$ cat src/rtl/regfile_sb_pkg.sv
// Shared constants and helpers for the general-register file with write-in-flight scoreboard.
package regfile_sb_pkg;

    localparam int DEF_DATA_W   = 32;
    localparam int DEF_REG_CNT  = 32;
    localparam int DEF_RD_PORTS = 2;
    localparam int DEF_CNT_W    = 2;

    localparam int REG_ZERO = 0;

    // Low bit of field k in a flat bus of fields that are w bits wide.
    function automatic int slice_lo(input int k, input int w);
        return k * w;
    endfunction

endpackage

$ cat src/rtl/regfile_sb_cnt.sv
// Pending-writer counter for one register: saturating up/down with a synchronous clear.
module regfile_sb_cnt
    import regfile_sb_pkg::*;
#(
    parameter int CNT_W = DEF_CNT_W
) (
    input  logic             clk,
    input  logic             reset,
    input  logic             clr,
    input  logic             inc,
    input  logic             dec,
    output logic [CNT_W-1:0] cnt
);

    // Simultaneous inc/dec cancel; dec at zero and inc at max are absorbed.
    function automatic logic [CNT_W-1:0] sat_step(input logic [CNT_W-1:0] c,
                                                  input logic up, input logic dn);
        if (up && !dn && (c != {CNT_W{1'b1}})) return c + CNT_W'(1);
        if (dn && !up && (c != '0))            return c - CNT_W'(1);
        return c;
    endfunction

    always_ff @(posedge clk or posedge reset) begin
        if (reset) begin
            cnt <= '0;
        end else if (clr) begin
            cnt <= '0;
        end else begin
            cnt <= sat_step(cnt, inc, dec);
        end
    end

endmodule

$ cat src/rtl/regfile_sb.sv
// Register file with same-cycle write-through bypass, per-register pending counters
// that drive the decode stall, and a one-cycle-delayed commit trace.
module regfile_sb
    import regfile_sb_pkg::*;
#(
    parameter int DATA_W   = DEF_DATA_W,
    parameter int REG_CNT  = DEF_REG_CNT,
    parameter int RD_PORTS = DEF_RD_PORTS,
    parameter int CNT_W    = DEF_CNT_W,
    localparam int ADDR_W  = $clog2(REG_CNT)
) (
    input  logic                       clk,
    input  logic                       reset,
    input  logic [RD_PORTS*ADDR_W-1:0] rd_a,
    input  logic [RD_PORTS-1:0]        rd_use,
    output logic [RD_PORTS*DATA_W-1:0] rd_d,
    input  logic                       iss_valid,
    input  logic [ADDR_W-1:0]          iss_a3,
    output logic                       iss_ready,
    input  logic                       ret_valid,
    input  logic                       ret_we,
    input  logic [ADDR_W-1:0]          ret_a3,
    input  logic [DATA_W-1:0]          ret_wd,
    input  logic [31:0]                ret_pc,
    input  logic                       clr,
    output logic                       stall,
    output logic                       trace_valid,
    output logic [31:0]                trace_pc,
    output logic [ADDR_W-1:0]          trace_a3,
    output logic [DATA_W-1:0]          trace_wd
);

    localparam logic [ADDR_W-1:0] A_ZERO  = ADDR_W'(REG_ZERO);
    localparam logic [CNT_W-1:0]  CNT_MAX = {CNT_W{1'b1}};

    logic [DATA_W-1:0] regs [REG_CNT];
    logic [CNT_W-1:0]  cnt  [REG_CNT];

    logic                wr_en;
    logic                iss_fire;
    logic                iss_ret_hit;
    logic [RD_PORTS-1:0] port_stall;

    logic              trace_vld_p1;
    logic [31:0]       trace_pc_p1;
    logic [ADDR_W-1:0] trace_a3_p1;
    logic [DATA_W-1:0] trace_wd_p1;

    assign wr_en = ret_valid && ret_we && (ret_a3 != A_ZERO);

    // A retire to the same register frees a slot, so a saturated counter still accepts.
    assign iss_ret_hit = ret_valid && (ret_a3 == iss_a3);
    assign iss_ready   = !((iss_a3 != A_ZERO) && (cnt[iss_a3] == CNT_MAX) && !iss_ret_hit);
    assign iss_fire    = iss_valid && iss_ready && (iss_a3 != A_ZERO);

    assign cnt[0] = '0;

    for (genvar r = 1; r < REG_CNT; r++) begin : g_cnt
        regfile_sb_cnt #(.CNT_W(CNT_W)) u_cnt (
            .clk   (clk),
            .reset (reset),
            .clr   (clr),
            .inc   (iss_fire && (iss_a3 == ADDR_W'(r))),
            .dec   (ret_valid && (ret_a3 == ADDR_W'(r))),
            .cnt   (cnt[r])
        );
    end

    // A writer retiring this cycle covers one pending count via the bypass.
    for (genvar k = 0; k < RD_PORTS; k++) begin : g_rd
        logic [ADDR_W-1:0] ra;
        logic              wr_hit;
        assign ra     = rd_a[slice_lo(k, ADDR_W) +: ADDR_W];
        assign wr_hit = wr_en && (ret_a3 == ra);
        assign rd_d[slice_lo(k, DATA_W) +: DATA_W] =
            (ra == A_ZERO) ? '0 : (wr_hit ? ret_wd : regs[ra]);
        assign port_stall[k] = rd_use[k] && (ra != A_ZERO) && (cnt[ra] > CNT_W'(wr_hit));
    end

    assign stall = (|port_stall) || (iss_valid && !iss_ready);

    always_ff @(posedge clk or posedge reset) begin
        if (reset) begin
            for (int r = 0; r < REG_CNT; r++) regs[r] <= '0;
        end else if (wr_en) begin
            regs[ret_a3] <= ret_wd;
        end
    end

    // ---- stage p1: commit trace, one cycle behind the write ----
    always_ff @(posedge clk or posedge reset) begin
        if (reset) begin
            trace_vld_p1 <= 1'b0;
            trace_pc_p1  <= '0;
            trace_a3_p1  <= '0;
            trace_wd_p1  <= '0;
        end else begin
            trace_vld_p1 <= wr_en;
            if (wr_en) begin
                trace_pc_p1 <= ret_pc;
                trace_a3_p1 <= ret_a3;
                trace_wd_p1 <= ret_wd;
            end
        end
    end

    assign trace_valid = trace_vld_p1;
    assign trace_pc    = trace_pc_p1;
    assign trace_a3    = trace_a3_p1;
    assign trace_wd    = trace_wd_p1;

endmodule

$ cat config.mk
export PLATFORM = sky130hd
export DESIGN_NAME = regfile_sb
export DESIGN_NICKNAME = d
export VERILOG_FILES = /design/src/rtl/regfile_sb_pkg.sv /design/src/rtl/regfile_sb_cnt.sv /design/src/rtl/regfile_sb.sv
export SDC_FILE = /design/constraint.sdc
export NUM_CORES = 2
export LEC_CHECK = 0
export ABC_AREA = 1
export CORE_MARGIN = 3
export CORE_UTILIZATION = 50
export DETAILED_ROUTE_END_ITERATION = 10
export PLACE_DENSITY_LB_ADDON = 0.3
export SLEW_MARGIN = 20
export SYNTH_ARGS = -nofsm -noshare
export SYNTH_HDL_FRONTEND = slang
export SYNTH_SLANG_ARGS = --single-unit
$ cat constraint.sdc
create_clock -name clk -period 47.1 [get_ports clk]
set_input_delay 7.065 -clock clk [delete_from_list [all_inputs] [get_ports clk]]
set_output_delay 7.065 -clock clk [all_outputs]
set_load 0.01 [all_outputs]
# == Yosys cells after proc, flatten, opt, wreduce, memory -nomap -nowiden ==
# Cells that the tools add are included.
# op_classes
n_addsub,62
multipliers,0
div_mod_pow,0
n_lt_le_gt_ge,7
eq_ne,97
shifts,0
mux,332
bitwise,4
n_reduce_logical,335
# ops
op,count
bitwise mux 1024 bit,1
two-way mux 2 bit,161
binary-select mux 32 bit (select 5 bit),2
two-way mux 32 bit,9
logical AND 1 bit,201
demux 32 bit (select 5 bit),1
"equality test 5 bit, second input constant",32
two-way mux 1 bit,155
nonzero test 3 bit,31
"equality test 5 x 4 -> 1 bit, second input constant",16
zero test 1 bit,64
"adder 2 x 1 -> 2 bit, second input constant",31
"!= test 2 bit, second input constant",31
nonzero test 2 bit,31
"subtractor 2 x 1 -> 2 bit, second input constant",31
"equality test 5 x 3 -> 1 bit, second input constant",8
binary-select mux 2 bit (select 5 bit),3
"greater-or-equal comparator 6 bit, second input constant",4
inverter 5 -> 6 bit,4
"equality test 5 x 2 -> 1 bit, second input constant",4
nonzero test 5 bit,4
equality test 5 bit,3
"equality test 5 x 1 -> 1 bit, second input constant",2
zero test 5 bit,2
5 further kinds,6
# word_totals
ff_bits,1156
latchBits,0
ram_bits,0
mem_bits_ro,0
inputBits,92
out_inout_bits,136
wordCells,904
mem_count,0

# == Longest topological paths before layout ==
# depth
word_depth,20
ltp_mapped,17
depth_no_buf,15

# == Cells and area by module ==
# From an unflattened synthesis, not the netlist that was laid out.
# hier_totals
hier_cells,9213
hier_area_um2,66943.0
# modules_own_cells
mod,n_inst,cells_per_inst,area_per_inst_um2,seq_area_each_um2
regfile_sb,1,8438,61823.0,27376.3
regfile_sb_cnt,31,25,165.2,50.0

# == Worst setup path before layout ==
# OpenSTA, ideal clock, no wires.
# synth_path
path_kind,input -> output
from,input port rd_a[0]
to,output port stall
t_arrival_ns,9.098
t_required_ns,40.035
slack_ns,30.937
path_stages,13
path_buffers,5
cell_sequence,buf_2 inv_1 buf_4 buf_2 buf_2 buf_2 nor4_1 a2111oi_0 o22a_1 ha_1 o211ai_1 nand3_1 nand3_1
# synth_via
elab_chain_cells,8
word_cells_on_any_way,12
cone_classes,order compare: 1; eq/ne: 1; mux: 3; bitwise: 1; reduce/logical: 6
# synth_lines
item,line,rtl
"start, declared",regfile_sb.sv:14,"input logic [RD_PORTS*ADDR_W-1:0] rd_a,"
inverter 5 -> 6 bit (implied by the code),regfile_sb.sv:77,assign port_stall[k] = rd_use[k] && (ra != A_ZERO) && (cnt[ra] > CNT_W'(wr_hit));
binary-select mux 2 bit (select 5 bit),regfile_sb.sv:77,
two-way mux 2 bit (implied by the code) (2 in series),regfile_sb.sv:77,
> comparator 2 x 1 -> 1 bit,regfile_sb.sv:77,
logical AND 1 bit (*),regfile_sb.sv:77,
OR reduction 2 bit (*),regfile_sb.sv:80,assign stall = (|port_stall) || (iss_valid && !iss_ready);
logical OR 1 bit (*),regfile_sb.sv:80,
"end, declared",regfile_sb.sv:26,"output logic stall,"
# Every way passes the cells marked *; elsewhere a longest branch is shown, timed or not. The select of a mux whose other input is x is not followed.

# == Final worst setup path ==
# layout_path
from,input port ret_valid
to,output port stall
# layout_via
elab_chain_cells,7
word_cells_on_any_way,14
cone_classes,order compare: 2; reduce/logical: 12
# layout_lines
item,line,rtl
"start, declared",regfile_sb.sv:20,"input logic ret_valid,"
logical AND 1 bit (2 in series),regfile_sb.sv:49,assign wr_en = ret_valid && ret_we && (ret_a3 != A_ZERO);
logical AND 1 bit,regfile_sb.sv:74,assign wr_hit = wr_en && (ret_a3 == ra);
> comparator 2 x 1 -> 1 bit,regfile_sb.sv:77,
logical AND 1 bit,regfile_sb.sv:77,
OR reduction 2 bit,regfile_sb.sv:80,
logical OR 1 bit (*),regfile_sb.sv:80,
# Every way passes the cells marked *; elsewhere a longest branch is shown, timed or not.

==> results.md <==
* Final hold violations at 0
* Worst Setup EP: stall
* Finish-stage setup viols at 0
* Leading register cell type out of synthesis: dfrtp_1
* Clock sinks at 1156
* Drt wl/cell at 23.77 µm
* Min-Delay Path Class: reg2reg
* Slew @ Worst Pin at 1242 ps
* Hpwl dp at 126.8 mm
* Maximum number of pins on one net before global-route repair at 210
* Antenna violations before repair at 5
* Kind of critical path: in2out
* Die W at 367.4 µm
* CP endpoint kind: output port
* Worst-path fanout max at 61
* Fmax at 49.72 MHz
* CTS H-Tree Depth at 4
* Final max-slew violation count at 0
* Vias in the first global route at 61.18k
* Die height at 367.4 µm
* I/O pins at 228
* Synth unique cells at 42
* Number of max-cap violations at 0
* Flops & latches, synth at 1156
* Initial core utilization at 50.77%
* CP Launch Point: ret_valid
* PD cells at 39.56 mW/mm²
* GPL Wtd Cong at 0.9542
* Crit share post-route at 42.70%
* Hold_buf cts at 0
* Peak supply drop at 0.03997 mV
* CTS Buf Count at 134
* Row count at 131
* Worst rel slew slack at 17.21%
* Layout Nets at 8703
* Number of synthesized flops with an enable pin at 0
* Input/output buffers at 227
* Final WL at 246.8 mm
* Antenna viol nets, final at 0
* Mean Syn Cell Area at 7.293 µm²
* Clock transition at the registers of the reported paths at 60 ps
* Ys async rst share at 100.0%
* DP Worst Slack at 27020 ps
* CP startpoint kind: primary input
* Leakage at 31.62 nW
* Die area at 0.1350 mm²
* Drt pass-1 iters at 10
* CTS tree: built
* RSZ-0062 raised after global routing: no
* Post-CTS sizing at 0
* Max clock buf depth at 3
* Global Route Usage Sum at 35.33%
* Clock Skews at 16.31 ps
* R2R Setup Slk at 44260 ps
* Ys Warns at 0
* Layout cells sized above 1 at 4.554%
* Worst path required time at 40030 ps
* Fin Setup TNS at 0 ps
* Sequential area share after synthesis at 44.29%
* Root Driver: clkbuf_16
* Core area at 0.1287 mm²
* Synth Cell Area at 0.06532 mm²
* 1st-iter DRT viols at 11.05k
* Overall Power at 0.002838 W
* Via density at 6.442
* Final hold slack at 398.3 ps
* Worst Slack Setup Final at 26990 ps
* Arrival @ worst endpoint at 13050 ps
* Worst r2r dst: g_cnt[10].u_cnt.cnt[0]
* Reg2reg start: g_cnt[9].u_cnt.cnt[0]
* Cells on worst reg2reg path at 15
* Clock Latency Late Sink at 780 ps
* First-pass GRT wire length at 372.7 mm
* Hold Crit Start: regs[1015]
* DRC at 0
* Area grow syn2layout at 9.848%
* Number of fill cells in the layout at 11.86k
* Post-CTS Repair Setup Buffers at 0
* Period minus WS final at 20110 ps
* Post-synthesis net count at 9112
* Grt ovf at 0
* Status: finished clean
* Syn Inst Count at 8956
* Via count at 66.89k
==> area by class of cell <==
class	count	area, µm²	area share (%)
Antenna cell	2	5.005	0.006975
Clock buffer	200	3998	5.571
Clock inverter	41	480.5	0.6696
Inverter	480	1844	2.570
Multi-Input combinational cell	6467	31390	43.75
Sequential cell	1156	28930	40.32
Tap cell	1729	2163	3.015
Timing Repair Buffer	308	2944	4.103
==> metal layers <==
| layer | vias up | global-route usage [%] | wire [µm] |
|---|---|---|---|
| met1 | 31450 | 48.76 | 95690 |
| met2 | 4975 | 50.53 | 101800 |
| met4 | 6 | 18.00 | 13400 |
| met3 | 920 | 10.01 | 35740 |
| met5 | - | 0.3917 | 84 |
| li1 | 29540 | - | - |
==> worst max-delay path: stages <==
cell,delay (ps)
clkdlybuf4s50_1,470
buf_4,380
nand2_1,120
inv_2,280
nand2_4,400
clkinv_2,130
buf_6,630
nand2_4,810
inv_1,1170
ha_1,400
o211ai_1,200
nand3_1,110
nand3_1,200
clkdlybuf4s50_1,580
==> synthesized netlist by cell type (68+ instances only) <==
library cell / instances / area [µm²]
buf_2: 172 / 860.8
o22ai_1: 311 / 1946
o21ai_0: 2128 / 10650
clkbuf_1: 614 / 2305
nand4_1: 68 / 425.4
nand3_1: 377 / 1887
nor2_1: 877 / 3292
inv_1: 468 / 1757
a21oi_1: 350 / 1752
nand2_1: 1869 / 7015
o211ai_1: 200 / 1501
dfrtp_1: 1156 / 28930
==> cells in the final DEF (no fill, tap or decap), types with 15 or more instances in the layout <==
cell type           n
clkbuf_8           29
dfrtp_1          1156
clkinv_2           23
o2111ai_1          64
clkbuf_1           32
nor4_1             15
o211ai_1          200
clkbuf_16         139
o22ai_1           311
nand2_4            30
nand3_1           376
nand2_1          1837
nand4_2            29
buf_4              77
nand4_1            68
o21ai_0          2128
inv_1             461
a21oi_1           350
ha_1               64
nor3_1             36
o221ai_1           19
nor2_1            875
clkdlybuf4s50_1   216
==> logic make-up (layout without fill, tap and decap cells) <==
group	Yosys count	after routing	synth area share, %
AO/OA/AOI/OAI	3113	3113	25.85
buffers and inverters	1333	1029	8.095
other	0	2	0
XOR/XNOR	6	6	0.08045
adder cells (fa/ha/maj)	64	64	1.226
flip-flops	1156	1156	44.29
AND/OR/NAND/NOR	3284	3284	20.47
==> per-stage QoR <==
stage | util, % | instance area [µm²] | std cells
6_report | 55.77 | 71750 | 10380
5_1_grt | 55.76 | 71750 | 10380
4_1_cts | 55.73 | 71700 | 10380
3_5_place_dp | 52.25 | 67220 | 10140
3_3_place_gp | 52.25 | 67220 | 10140
2_1_floorplan | - | 65320 | 8956
==> where the power goes <==
| group | switching (W) | leakage [nW] | internal [W] |
|---|---|---|---|
| logic | 0.000343 | 14.0 | 0.000193 |
| registers | 0.000105 | 15.4 | 0.00112 |
| clock network | 0.000440 | 2.21 | 0.000632 |
| total | 0.000888 | 31.6 | 0.00195 |
==> flip-flops by register name (all words and copies together), names as in the netlist <==
signal,flops
g_cnt.u_cnt.cnt,62
regs,1024
trace_a3,5
trace_pc,32
trace_valid,1
trace_wd,32
==> worst min path at each step <==
stage | to | cells past startpoint | slack (ps)
4_1_cts | regs[1008] | 0 | 400
2_1_floorplan | regs[1009] | 1 | 450
5_1_grt | regs[1002] | 0 | 410
3_5_place_dp | regs[1015] | 0 | 380
6_report | regs[1015] | 0 | 400
3_3_place_gp | regs[1009] | 0 | 380
Power figures use the tool's default switching activity.
